$ cat config.mk
export PLATFORM = sky130hd
export DESIGN_NAME = adc_scan_scheduler
export DESIGN_NICKNAME = d
export VERILOG_FILES = /design/src/rtl/adc_pkg.sv /design/src/rtl/adc_rr_pick.sv /design/src/rtl/adc_scan_scheduler.sv
export SDC_FILE = /design/constraint.sdc
export NUM_CORES = 1
export LEC_CHECK = 0
export CAP_MARGIN = 40
export CORE_ASPECT_RATIO = 1.1
export CORE_MARGIN = 2
export CORE_UTILIZATION = 52
export CTS_CLUSTER_SIZE = 40
export DETAILED_ROUTE_END_ITERATION = 8
export PLACE_DENSITY = 0.9
export SLEW_MARGIN = 40
export SYNTH_ARGS = -nofsm -noshare
export SYNTH_HDL_FRONTEND = slang
export SYNTH_HIERARCHICAL = 1
export SYNTH_SLANG_ARGS = --single-unit
$ cat constraint.sdc
create_clock -name clk -period 4.1 [get_ports clk]
set_clock_uncertainty 0.2 [all_clocks]
set_input_delay 1.025 -clock clk [delete_from_list [all_inputs] [get_ports clk]]
set_output_delay 1.025 -clock clk [all_outputs]
set_load 0.05 [all_outputs]
$ cat src/rtl/adc_pkg.sv
// Shared constants, FSM encoding and control-word builder for the AD7928 scan scheduler.
package adc_pkg;

    localparam int ADDR_W         = 3;
    localparam int CH_NUM_DEF     = 8;
    localparam int FRAME_LEN      = 38;
    localparam int MIN_PERIOD_DEF = FRAME_LEN + 2;
    localparam int DUMMY_CONV_DEF = 2;
    localparam int DIV_W_DEF      = 16;

    localparam logic        WRITE      = 1'b1;
    localparam logic        SEQ        = 1'b0;
    localparam logic [1:0]  PM         = 2'b11;
    localparam logic        SHADOW     = 1'b0;
    localparam logic [15:0] DUMMY_WORD = 16'hFFFF;

    typedef enum logic [2:0] {
        S_IDLE,
        S_DUMMY_REQ,
        S_DUMMY_WAIT,
        S_WAIT_TICK,
        S_REQ,
        S_WAIT_DONE
    } state_e;

    // Bit order: WRITE SEQ x ADD[2:0] PM[1:0] SHADOW x RANGE CODING 0000
    function automatic logic [15:0] ctrl_word(input logic [ADDR_W-1:0] addr,
                                              input logic rng, input logic cod);
        return {WRITE, SEQ, 1'b0, addr, PM, SHADOW, 1'b0, rng, cod, 4'b0000};
    endfunction

endpackage

$ cat src/rtl/adc_rr_pick.sv
// Combinational round-robin picker: first enabled channel strictly after ptr_i, wrapping.
module adc_rr_pick
    import adc_pkg::*;
#(
    parameter int N  = CH_NUM_DEF,
    parameter int AW = ADDR_W
) (
    input  logic [N-1:0]  mask_i,
    input  logic [AW-1:0] ptr_i,
    output logic [AW-1:0] next_o,
    output logic          found_o
);

    logic [AW-1:0] cand [N];
    logic [N-1:0]  hit;

    // Candidate gi is ptr+gi+1; the last candidate wraps back onto ptr itself.
    generate
        for (genvar gi = 0; gi < N; gi++) begin : g_cand
            assign cand[gi] = ptr_i + AW'(gi + 1);
            assign hit[gi]  = mask_i[cand[gi]];
        end
    endgenerate

    always_comb begin
        next_o  = ptr_i;
        found_o = 1'b0;
        for (int i = N - 1; i >= 0; i--) begin
            if (hit[i]) begin
                next_o  = cand[i];
                found_o = 1'b1;
            end
        end
    end

endmodule

$ cat src/rtl/adc_scan_scheduler.sv
// AD7928 scan scheduler: dummy conversions, periodic round-robin requests and
// resolution of the ADC's one-frame result lag into tagged samples.
module adc_scan_scheduler
    import adc_pkg::*;
#(
    parameter int CH_NUM     = CH_NUM_DEF,
    parameter int DIV_W      = DIV_W_DEF,
    parameter int MIN_PERIOD = MIN_PERIOD_DEF,
    parameter int DUMMY_CONV = DUMMY_CONV_DEF
) (
    input  logic              clk,
    input  logic              rst,
    input  logic              en,
    input  logic [CH_NUM-1:0] ch_mask,
    input  logic [DIV_W-1:0]  period,
    input  logic              cfg_range,
    input  logic              cfg_coding,
    input  logic              err_clr,
    output logic              conv_req,
    output logic [15:0]       conv_word,
    input  logic              conv_ack,
    input  logic              conv_done,
    input  logic [15:0]       conv_data,
    output logic              smp_vld,
    output logic [ADDR_W-1:0] smp_ch,
    output logic [11:0]       smp_data,
    output logic              ovr,
    output logic              addr_err,
    output logic              busy
);

    localparam int DW = $clog2(DUMMY_CONV + 2);

    state_e             state_q, state_d;
    logic [DIV_W-1:0]   cnt_q, cnt_d;
    logic [ADDR_W-1:0]  ptr_q, ptr_d;
    logic [ADDR_W-1:0]  prev_addr_q, prev_addr_d;
    logic               prev_valid_q, prev_valid_d;
    logic [DW-1:0]      dummy_cnt_q, dummy_cnt_d;
    logic [15:0]        word_q, word_d;
    logic               smp_vld_q, smp_vld_d;
    logic [ADDR_W-1:0]  smp_ch_q, smp_ch_d;
    logic [11:0]        smp_data_q, smp_data_d;
    logic               ovr_q, ovr_d;
    logic               addr_err_q, addr_err_d;

    logic [DIV_W-1:0]   eff_period;
    logic               tick;
    logic [ADDR_W-1:0]  pick_next;
    logic               pick_found;

    // Counter is held at 0 while disabled, so an en rising edge restarts the period.
    assign eff_period = (period < DIV_W'(MIN_PERIOD)) ? DIV_W'(MIN_PERIOD) : period;
    assign tick       = en && (cnt_q >= eff_period - 1'b1);
    assign cnt_d      = (!en || tick) ? '0 : cnt_q + 1'b1;

    adc_rr_pick #(.N(CH_NUM), .AW(ADDR_W)) u_pick (
        .mask_i  (ch_mask),
        .ptr_i   (ptr_q),
        .next_o  (pick_next),
        .found_o (pick_found)
    );

    always_ff @(posedge clk or posedge rst) begin
        if (rst) begin
            state_q      <= S_IDLE;
            cnt_q        <= '0;
            ptr_q        <= ADDR_W'(CH_NUM - 1);
            prev_addr_q  <= '0;
            prev_valid_q <= 1'b0;
            dummy_cnt_q  <= '0;
            word_q       <= '0;
            smp_vld_q    <= 1'b0;
            smp_ch_q     <= '0;
            smp_data_q   <= '0;
            ovr_q        <= 1'b0;
            addr_err_q   <= 1'b0;
        end else begin
            state_q      <= state_d;
            cnt_q        <= cnt_d;
            ptr_q        <= ptr_d;
            prev_addr_q  <= prev_addr_d;
            prev_valid_q <= prev_valid_d;
            dummy_cnt_q  <= dummy_cnt_d;
            word_q       <= word_d;
            smp_vld_q    <= smp_vld_d;
            smp_ch_q     <= smp_ch_d;
            smp_data_q   <= smp_data_d;
            ovr_q        <= ovr_d;
            addr_err_q   <= addr_err_d;
        end
    end

    always_comb begin
        state_d      = state_q;
        ptr_d        = ptr_q;
        prev_addr_d  = prev_addr_q;
        prev_valid_d = prev_valid_q;
        dummy_cnt_d  = dummy_cnt_q;
        word_d       = word_q;
        smp_vld_d    = 1'b0;
        smp_ch_d     = smp_ch_q;
        smp_data_d   = smp_data_q;
        ovr_d        = ovr_q;
        addr_err_d   = addr_err_q;
        // Clear is applied first so a same-cycle set below takes priority.
        if (err_clr) begin
            ovr_d      = 1'b0;
            addr_err_d = 1'b0;
        end
        case (state_q)
            S_IDLE: begin
                prev_valid_d = 1'b0;
                if (en) begin
                    if (dummy_cnt_q < DW'(DUMMY_CONV)) begin
                        state_d = S_DUMMY_REQ;
                        word_d  = DUMMY_WORD;
                    end else begin
                        state_d = S_WAIT_TICK;
                    end
                end
            end
            S_DUMMY_REQ: if (conv_ack) state_d = S_DUMMY_WAIT;
            S_DUMMY_WAIT: begin
                if (conv_done) begin
                    dummy_cnt_d = dummy_cnt_q + 1'b1;
                    if (dummy_cnt_q == DW'(DUMMY_CONV - 1)) begin
                        state_d = S_WAIT_TICK;
                    end else begin
                        state_d = S_DUMMY_REQ;
                        word_d  = DUMMY_WORD;
                    end
                end
            end
            S_WAIT_TICK: begin
                if (!en) begin
                    state_d = S_IDLE;
                end else if (tick && pick_found) begin
                    ptr_d   = pick_next;
                    word_d  = ctrl_word(pick_next, cfg_range, cfg_coding);
                    state_d = S_REQ;
                end
            end
            S_REQ: begin
                if (tick) ovr_d = 1'b1;
                if (conv_ack) state_d = S_WAIT_DONE;
            end
            S_WAIT_DONE: begin
                if (tick) ovr_d = 1'b1;
                if (conv_done) begin
                    // The returned frame carries the conversion requested one frame earlier.
                    if (prev_valid_q) begin
                        if (!conv_data[15] && conv_data[14:12] == prev_addr_q) begin
                            smp_vld_d  = 1'b1;
                            smp_ch_d   = prev_addr_q;
                            smp_data_d = conv_data[11:0];
                        end else begin
                            addr_err_d = 1'b1;
                        end
                    end
                    prev_addr_d  = ptr_q;
                    prev_valid_d = 1'b1;
                    state_d      = en ? S_WAIT_TICK : S_IDLE;
                end
            end
            default: state_d = S_IDLE;
        endcase
    end

    always_comb begin
        conv_req  = (state_q == S_DUMMY_REQ) || (state_q == S_REQ);
        busy      = (state_q != S_IDLE);
        conv_word = word_q;
        smp_vld   = smp_vld_q;
        smp_ch    = smp_ch_q;
        smp_data  = smp_data_q;
        ovr       = ovr_q;
        addr_err  = addr_err_q;
    end

endmodule

==> summary.md, run 1 <==
| Metric | Value |
|---|---|
| Cell Int Power | `~890 uW` |
| Top Metal Used | `met4` |
| Worst setup SP type | `input port` |
| Unique masters post-synth | `a little over 70` |
| Finished Core Util | `0.738` |
| Wirelength per Cell | `18.0 um` |
| Violations in the final reports | `setup timing` |
| Number of vias per cell | `approximately 6` |
| Met2 WL | `around 5500 um` |
| Root Buffer | `clkbuf_8` |
| Post-synth EDFFs | `0` |
| Post-synth ARST share | `1.00` |
| DIE AREA | `approximately 0.0081 sq mm` |
| Complex-gate fraction of the synthesized area | `0.120` |
| Layout cell share with drive strength beyond 1 | `0.230` |
| Syn_nets | `about 470` |
| I/O Buffers | `83` |
| Final setup vio count | `30` |
| Largest family of logic cells by synthesized area | `simple AND/OR/NAND/NOR gates` |
| DR vias | `between 3000 and 4000` |
| ANT cells | `0` |
| Flop-to-flop setup slack | `between 400 and 500 ps` |
| Power share of the combinational group | `0.338` |
| Non-Filler Instances | `between 500 and 600` |
| Min-Delay Path Class | `reg -> reg` |
| Reg2Reg Depth | `8` |
| Final min period | `5000 ps` |
| Ports | `84` |
| Dpl cell area | `about 0.0050 sq mm` |
| Synthesized area | `0.00387 sq mm` |
| Clk Latency, worst-skew pair | `approximately 310 ps` |
| Hold buffer count at cts | `0` |
| Hold wc startpoint | `smp_data[1]` |
| DP Cell Count | `approximately 580` |
| Post-route cell area | `0.00526 sq mm` |
| Max IR drop VDD | `0.000296 V` |
| Pre-CTS WS | `-1650 ps` |
| CP Capture Type | `flop` |
| Clock Sinks | `53` |
| Die extent in x | `roughly 86 um` |
| Arrival time worst endpoint | `4990 ps` |
| Xor-xnor portion of the synthesized cell area | `0.0770` |
| CTS max path bufs | `2` |
| Slew @ Worst Pin | `between 600 and 700 ps` |
| Power Total | `~1400 uW` |
| Ys flop type | `dfrtp_1` |
| # rows | `32` |
| DRC viols | `0` |
| Clk pwr share | `0.225` |
| Switching Fraction | `0.352` |
| Final count of hold timing violations | `0` |
| Met3 Wirelength | `between 600 and 700 um` |
| GPL Wtd Cong | `slightly below 0.9` |
| Gr usage total | `0.257` |
| Post-Synth Simple-Gate Area | `0.238` |
| Area Overhead vs Synth | `36.0%` |
| RSZ-0062 raised after global routing | `yes` |
| Final ANT Viol Nets | `0` |
| Reg-to-reg endpoint | `ptr_q[2]` |
| CTS Buf Count | `5` |
| Drt pass-1 iters | `5` |
| Hold Path Depth | `2` |
| WP data required | `4100 ps` |
| HPWL after DPL | `just over 7000 um` |
| DRT Wirelength | `10800 um` |
| Drt initial violations | `roughly 230` |
| Commonest cells after routing, fill and taps aside | `clkdlybuf4s50_1, nand2_1, dfrtp_1` |
| Multi-input logic area | `0.00248 sq mm` |
| First-pass GRT wire length | `roughly 17000 um` |
| Run status | `complete, but fails checks` |
| Final Cycle Share | `1.22` |
| Maximum clock frequency | `approximately 200 MHz` |
| P_sw | `between 400 and 500 uW` |
| Core Region | `slightly above 0.007 sq mm` |
| Largest net degree at the start of global routing | `54` |
| Slew HR | `0.571` |
| Sequential fraction of the synthesis area | `0.344` |
| Register area | `around 0.0013 sq mm` |
| Worst-path fanout max | `6` |
| Worst Setup Path Type | `in -> reg` |
| Leak | `~0.0023 uW` |
| Mux contribution to synthesized area | `0.0977` |
| Initial antenna violation count | `0` |
| Grt ovf | `0` |
| # nets final | `582` |
| Synth Area in Adders | `0.0679` |
| H-tree levels | `2` |
| Setup slack after layout | `-896 ps` |
| Final Max Slew Viols | `0` |
| Yosys reg bits | `53` |
| RR Startpoint | `ptr_q[1]` |
| Fillcell total | `473` |
| Cells after Synth | `404` |
| Clock-pin slew on the worst setup and hold paths | `100 ps` |
| Part of the power in registers | `0.437` |
| Max-capacitance violation count | `0` |
| YS warnings | `6` |
| Pwr dens | `roughly 260 mW/mm^2` |
| Commonest non-fill, non-tap cell in the layout | `clkdlybuf4s50_1` |
| Synth Area per Inst | `~9.6 sq um` |
| Hold worst-path end | `smp_data[1]` |
| Vias in the first global route | `roughly 3600` |
| Die height | `about 94 um` |
| Starting Density | `0.543` |
| DRT met1 WL | `roughly 4300 um` |
| CTS tree | `yes` |
-- worst max-delay path by stage --
stage	from	end	slack (ps)	cells after the start
6_report	period[7]	conv_word[9]	-900	19
5_1_grt	period[7]	conv_word[9]	-1020	19
4_1_cts	period[12]	conv_word[9]	-910	20
3_5_place_dp	period[13]	conv_word[9]	-1650	20
3_3_place_gp	period[13]	conv_word[9]	-1420	20
2_1_floorplan	period[13]	cnt_q[13]	-910	21
-- repair_timing --
action                                  in CTS  in global routing
cloned                                       1                  0
endpoints found under the setup margin      30                 30
setup buffers                                5                  5
pin swaps                                   35                 18
resized for setup                           35                 12
-- Yosys cell counts, types with 3 or more instances --
master / number / area [sq um]
a211oi_1: 3 / 22.5
a21oi_1: 13 / 65.1
a22oi_1: 5 / 37.5
and2_1: 5 / 31.3
and3_1: 4 / 25.0
buf_2: 5 / 25.0
buf_4: 9 / 67.6
clkbuf_1: 5 / 18.8
dfrtp_1: 50 / 1250
dfstp_2: 3 / 78.8
ha_1: 21 / 263
inv_1: 12 / 45.0
mux2_2: 7 / 78.8
mux2_4: 3 / 45.0
mux2i_1: 7 / 70.1
mux4_2: 6 / 135
nand2_1: 75 / 282
nand3_1: 15 / 75.1
nand4_1: 3 / 18.8
nor2_1: 25 / 93.8
nor2_2: 3 / 18.8
nor2_4: 7 / 78.8
nor2b_1: 4 / 25.0
nor3_1: 8 / 40.0
nor4_1: 3 / 18.8
o21a_1: 5 / 37.5
o21ai_0: 6 / 30.0
o22a_1: 5 / 43.8
xnor2_1: 12 / 105
xor2_1: 22 / 193
-- flip-flops by register name, summed over array words and instances (netlist names) --
name	count
dummy_cnt_q	2
cnt_q	16
conv_word	7
ovr	1
smp_data	12
ptr_q	3
state_q	3
smp_ch	3
smp_vld	1
prev_addr_q	3
prev_valid_q	1
addr_err	1
-- kinds of logic after synthesis --
kind of cell    count (synthesis)
mux                            25
compound gates                 60
buf+inv                        38
simple gates                  173
fa+ha+maj                      21
xor+xnor                       34
flops                          53
-- layout make-up --
type                            instances  share of cell area
Timing Repair Buffer                  126               0.227
Sequential cell                        53               0.253
Clock buffer                            5              0.0131
Tap cell                               85              0.0202
Multi-Input combinational cell        313               0.472
Inverter                               14              0.0105
Clock inverter                          3             0.00499
-- layer usage --
metal / vias up / GRT usage
met4: 0 / 0.0833
met1: 1753 / 0.322
li1: 1631 / -
met5: - / 0
met3: 41 / 0.0350
met2: 168 / 0.459
-- critical path, stage by stage --
cell,delay [ps]
clkdlybuf4s50_1,460
nor2_1,200
nand3_2,130
or3b_4,430
nand2_4,100
ha_4,130
nand4bb_1,150
nor2_2,210
nand3_4,140
nor2_1,160
xnor2_1,180
ha_1,300
nand2_2,110
nor3_2,50
nor3_2,260
nand4_4,200
buf_6,170
o32a_4,340
or2_1,230
-- metrics by stage --
| step | hold WS (ps) | TNS, ps |
|---|---|---|
| 6_report | 286 | -25580 |
| 5_1_grt | 301 | -28410 |
| 4_1_cts | 291 | -24850 |
| 3_5_place_dp | 265 | -46370 |
| 3_3_place_gp | 258 | -40810 |
| 2_1_floorplan | 253 | -24070 |
-- power groups by stage --
| stage | combinational (uW) | sequential (uW) | clock (uW) |
|---|---|---|---|
| 2_1_floorplan | 310 | 575 | 0 |
| 3_3_place_gp | 416 | 600 | 0 |
| 3_5_place_dp | 431 | 603 | 0 |
| 4_1_cts | 447 | 594 | 314 |
| 5_1_grt | 498 | 602 | 331 |
| 6_report | 463 | 598 | 309 |
Note: power is estimated with default switching activity, not from simulation.
==> run 2, diff against run 1 <==
--- a/config.mk
+++ b/config.mk
@@ -11,6 +11,7 @@
 export CORE_UTILIZATION = 52
 export CTS_CLUSTER_SIZE = 40
 export DETAILED_ROUTE_END_ITERATION = 8
+export GPL_TIMING_DRIVEN = 0
 export PLACE_DENSITY = 0.9
 export SLEW_MARGIN = 40
 export SYNTH_ARGS = -nofsm -noshare
==> summary.md, run 2 (synthesis results as in run 1) <==
| Metric | Value |
|---|---|
| Run status | `complete, but fails checks` |
| Violations in the final reports | `setup timing` |
| ANT cells | `0 (unchanged)` |
| Initial antenna violation count | `0 (unchanged)` |
| Final min period | `5330 ps (+331 ps)` |
| DIE AREA | `0.00815 sq mm (unchanged)` |
| Cell Int Power | `1010 uW (+14%)` |
| WP data required | `4110 ps (about the same)` |
| Power Total | `1530 uW (+12%)` |
| Final Max Slew Viols | `0 (unchanged)` |
| Largest register by flop count | `cnt_q` |
| Flop-to-flop setup slack | `200 ps (-210 ps)` |
| Power share of the combinational group | `0.339 (about the same)` |
| Commonest cells after routing, fill and taps aside | `clkdlybuf4s50_1, nand2_1, dfrtp_1` |
| Root Buffer | `clkbuf_8` |
| First-pass GRT wire length | `18900 um (+12%)` |
| CTS Buf Count | `5 (unchanged)` |
| DRC viols | `0 (unchanged)` |
| Post-route cell area | `0.00553 sq mm (+5.2%)` |
| Setup TNS | `-33760 ps (-8180 ps)` |
| Slew @ Worst Pin | `557 ps (-86.3 ps)` |
| Final ANT Viol Nets | `0 (unchanged)` |
| Drt initial violations | `294 (+30%)` |
| Top Metal Used | `met4` |
| Commonest non-fill, non-tap cell in the layout | `clkdlybuf4s50_1` |
| Layout cell share with drive strength beyond 1 | `0.259 (+0.0298)` |
| Clk pwr share | `0.283 (+0.058)` |
| Final count of hold timing violations | `0 (unchanged)` |
| Met2 WL | `6390 um (+16%)` |
| Worst-path fanout max | `6 (unchanged)` |
| # nets final | `600 (+3.1%)` |
| Arrival time worst endpoint | `5330 ps (+340 ps)` |
| Core Region | `0.00713 sq mm (unchanged)` |
| Part of the power in registers | `0.378 (-0.059)` |
| Reg2Reg Depth | `11 (+3)` |
| DR vias | `3893 (+8.3%)` |
| Hold buffer count at cts | `0 (unchanged)` |
| I/O Buffers | `82 (-1.2%)` |
| Setup slack after layout | `-1230 ps (-331 ps)` |
| P_sw | `514 uW (+6.7%)` |
| Worst Setup Path Type | `in -> reg` |
| DRT Wirelength | `12700 um (+18%)` |
| Grt ovf | `0 (unchanged)` |
| # rows | `32 (unchanged)` |
| Drt pass-1 iters | `5 (unchanged)` |
| Dpl cell area | `0.00487 sq mm (-1.8%)` |
| GPL Wtd Cong | `0.883 (+0.11%)` |
| Clock-pin slew on the worst setup and hold paths | `100 ps (about the same)` |
| Worst setup SP type | `input port` |
| CP Capture Type | `flop` |
| Wirelength per Cell | `20.6 um (+14%)` |
| Pwr dens | `276 mW/mm^2 (+6.1%)` |
| Switching Fraction | `0.337 (-0.0153)` |
| Hold Path Depth | `2 (unchanged)` |
| Leak | `0.00240 uW (+5.4%)` |
| Hold_ws | `289 ps (+3.89 ps)` |
| Vias in the first global route | `3801 (+5.3%)` |
| Final setup vio count | `30 (unchanged)` |
| H-tree levels | `2 (unchanged)` |
| CTS tree | `yes` |
| Maximum clock frequency | `188 MHz (-6.2%)` |
| Number of vias per cell | `6.31 (+5.2%)` |
| Slew HR | `0.628 (+0.0564)` |
| Die height | `94.5 um (unchanged)` |
| Clk Latency, worst-skew pair | `310 ps (about the same)` |
| HPWL after DPL | `6880 um (-2.7%)` |
| Gr usage total | `0.295 (+0.0379)` |
| DRT met1 WL | `4610 um (+7.1%)` |
| Clock Sinks | `53 (unchanged)` |
| CTS max path bufs | `2 (unchanged)` |
| Starting Density | `0.543 (unchanged)` |
| Die extent in x | `86.2 um (unchanged)` |
| RSZ-0062 raised after global routing | `yes` |
| Pre-CTS WS | `-1820 ps (-167 ps)` |
| Largest net degree at the start of global routing | `39 (-28%)` |
| Max-capacitance violation count | `0 (unchanged)` |
| Largest register FFs | `16 (unchanged)` |
| Max IR drop VDD | `0.000312 V (+5.4%)` |
| Min-Delay Path Class | `reg -> reg` |
| Ports | `84 (unchanged)` |
| Met3 Wirelength | `1030 um (+65%)` |
| Area Overhead vs Synth | `43.0%` |
| Final Cycle Share | `1.30 (+0.0807)` |
[run 2: changes by cell type in the layout (fill, tap and decap cells not counted), sizes merged, moves of 2 or more]
cell | before | now
dlygate4sd2 | 1 | 3
buf | 46 | 59
clkinvlp | 2 | 0
clkdlybuf4s50 | 78 | 74
bufinv | 0 | 2
clkbuf | 5 | 11
[run 2: area by class of cell]
cell class	instances	area, sq um
multi-input combinational	313	2550
fill	392	1590
inverter	14	55.1
clock inverter	3	68.8
tap	85	106
clock buffer	5	68.8
buffer	24	169
timing repair buffer	120	1190
sequential	53	1330
[run 2: final timing paths]
path	startpoint	endpoint
setup reg to reg	ptr_q[1]	conv_word[9]
max in group asynchronous	rst	ptr_q[2]
hold reg to reg	smp_data[5]	smp_data[5]
hold / removal	smp_data[5]	smp_data[5]
setup / recovery	period[13]	conv_word[9]
min in group asynchronous	rst	cnt_q[6]
[run 2: layer usage]
| layer | vias up | track usage |
|---|---|---|
| li1 | 1672 | - |
| met1 | 1878 | 0.336 |
| met2 | 273 | 0.531 |
| met3 | 70 | 0.0507 |
| met4 | 0 | 0.148 |
| met5 | - | 0 |
[run 2: stage by stage]
| step | util | cells |
|---|---|---|
| final | 0.777 | 617 |
| after global routing | 0.777 | 617 |
| after CTS | 0.754 | 612 |
| after detailed placement | 0.683 | 572 |
| after global placement | 0.680 | 571 |
| after floorplan | - | 404 |
[run 2: critical path, stage by stage]
cell and delay [ps]:
buf_6 90, or3_4 400, nor3_4 220, nand3_2 170, buf_4 170, buf_6 100, buf_6 100, buf_4 120
buf_4 130, buf_4 120, buf_4 120, buf_4 120, buf_4 120, buf_4 120, buf_4 140, nand3_2 70
xor2_1 200, ha_1 330, a21oi_2 200, nor3_2 60, nor3_2 250, nand4_4 140, buf_6 170, o32a_4 400
or2_1 220
[run 2: power groups by stage]
stage	Combinational (uW)	Clock (uW)	Sequential (uW)
global placement	431	0	580
finish	517	433	577
detailed placement	449	0	581
global route	551	456	580
floorplan	310	0	575
CTS	475	421	573
[run 2: repair_timing]
| action | 4_1_cts | 5_1_grt |
|---|---|---|
| endpoints found under the hold margin | 0 | 0 |
| setup endpoints to repair | 30 | 30 |
| gates cloned | 1 | 0 |
| setup buffers | 31 | 12 |
| resized for setup | 36 | 28 |
| pin swaps | 30 | 33 |
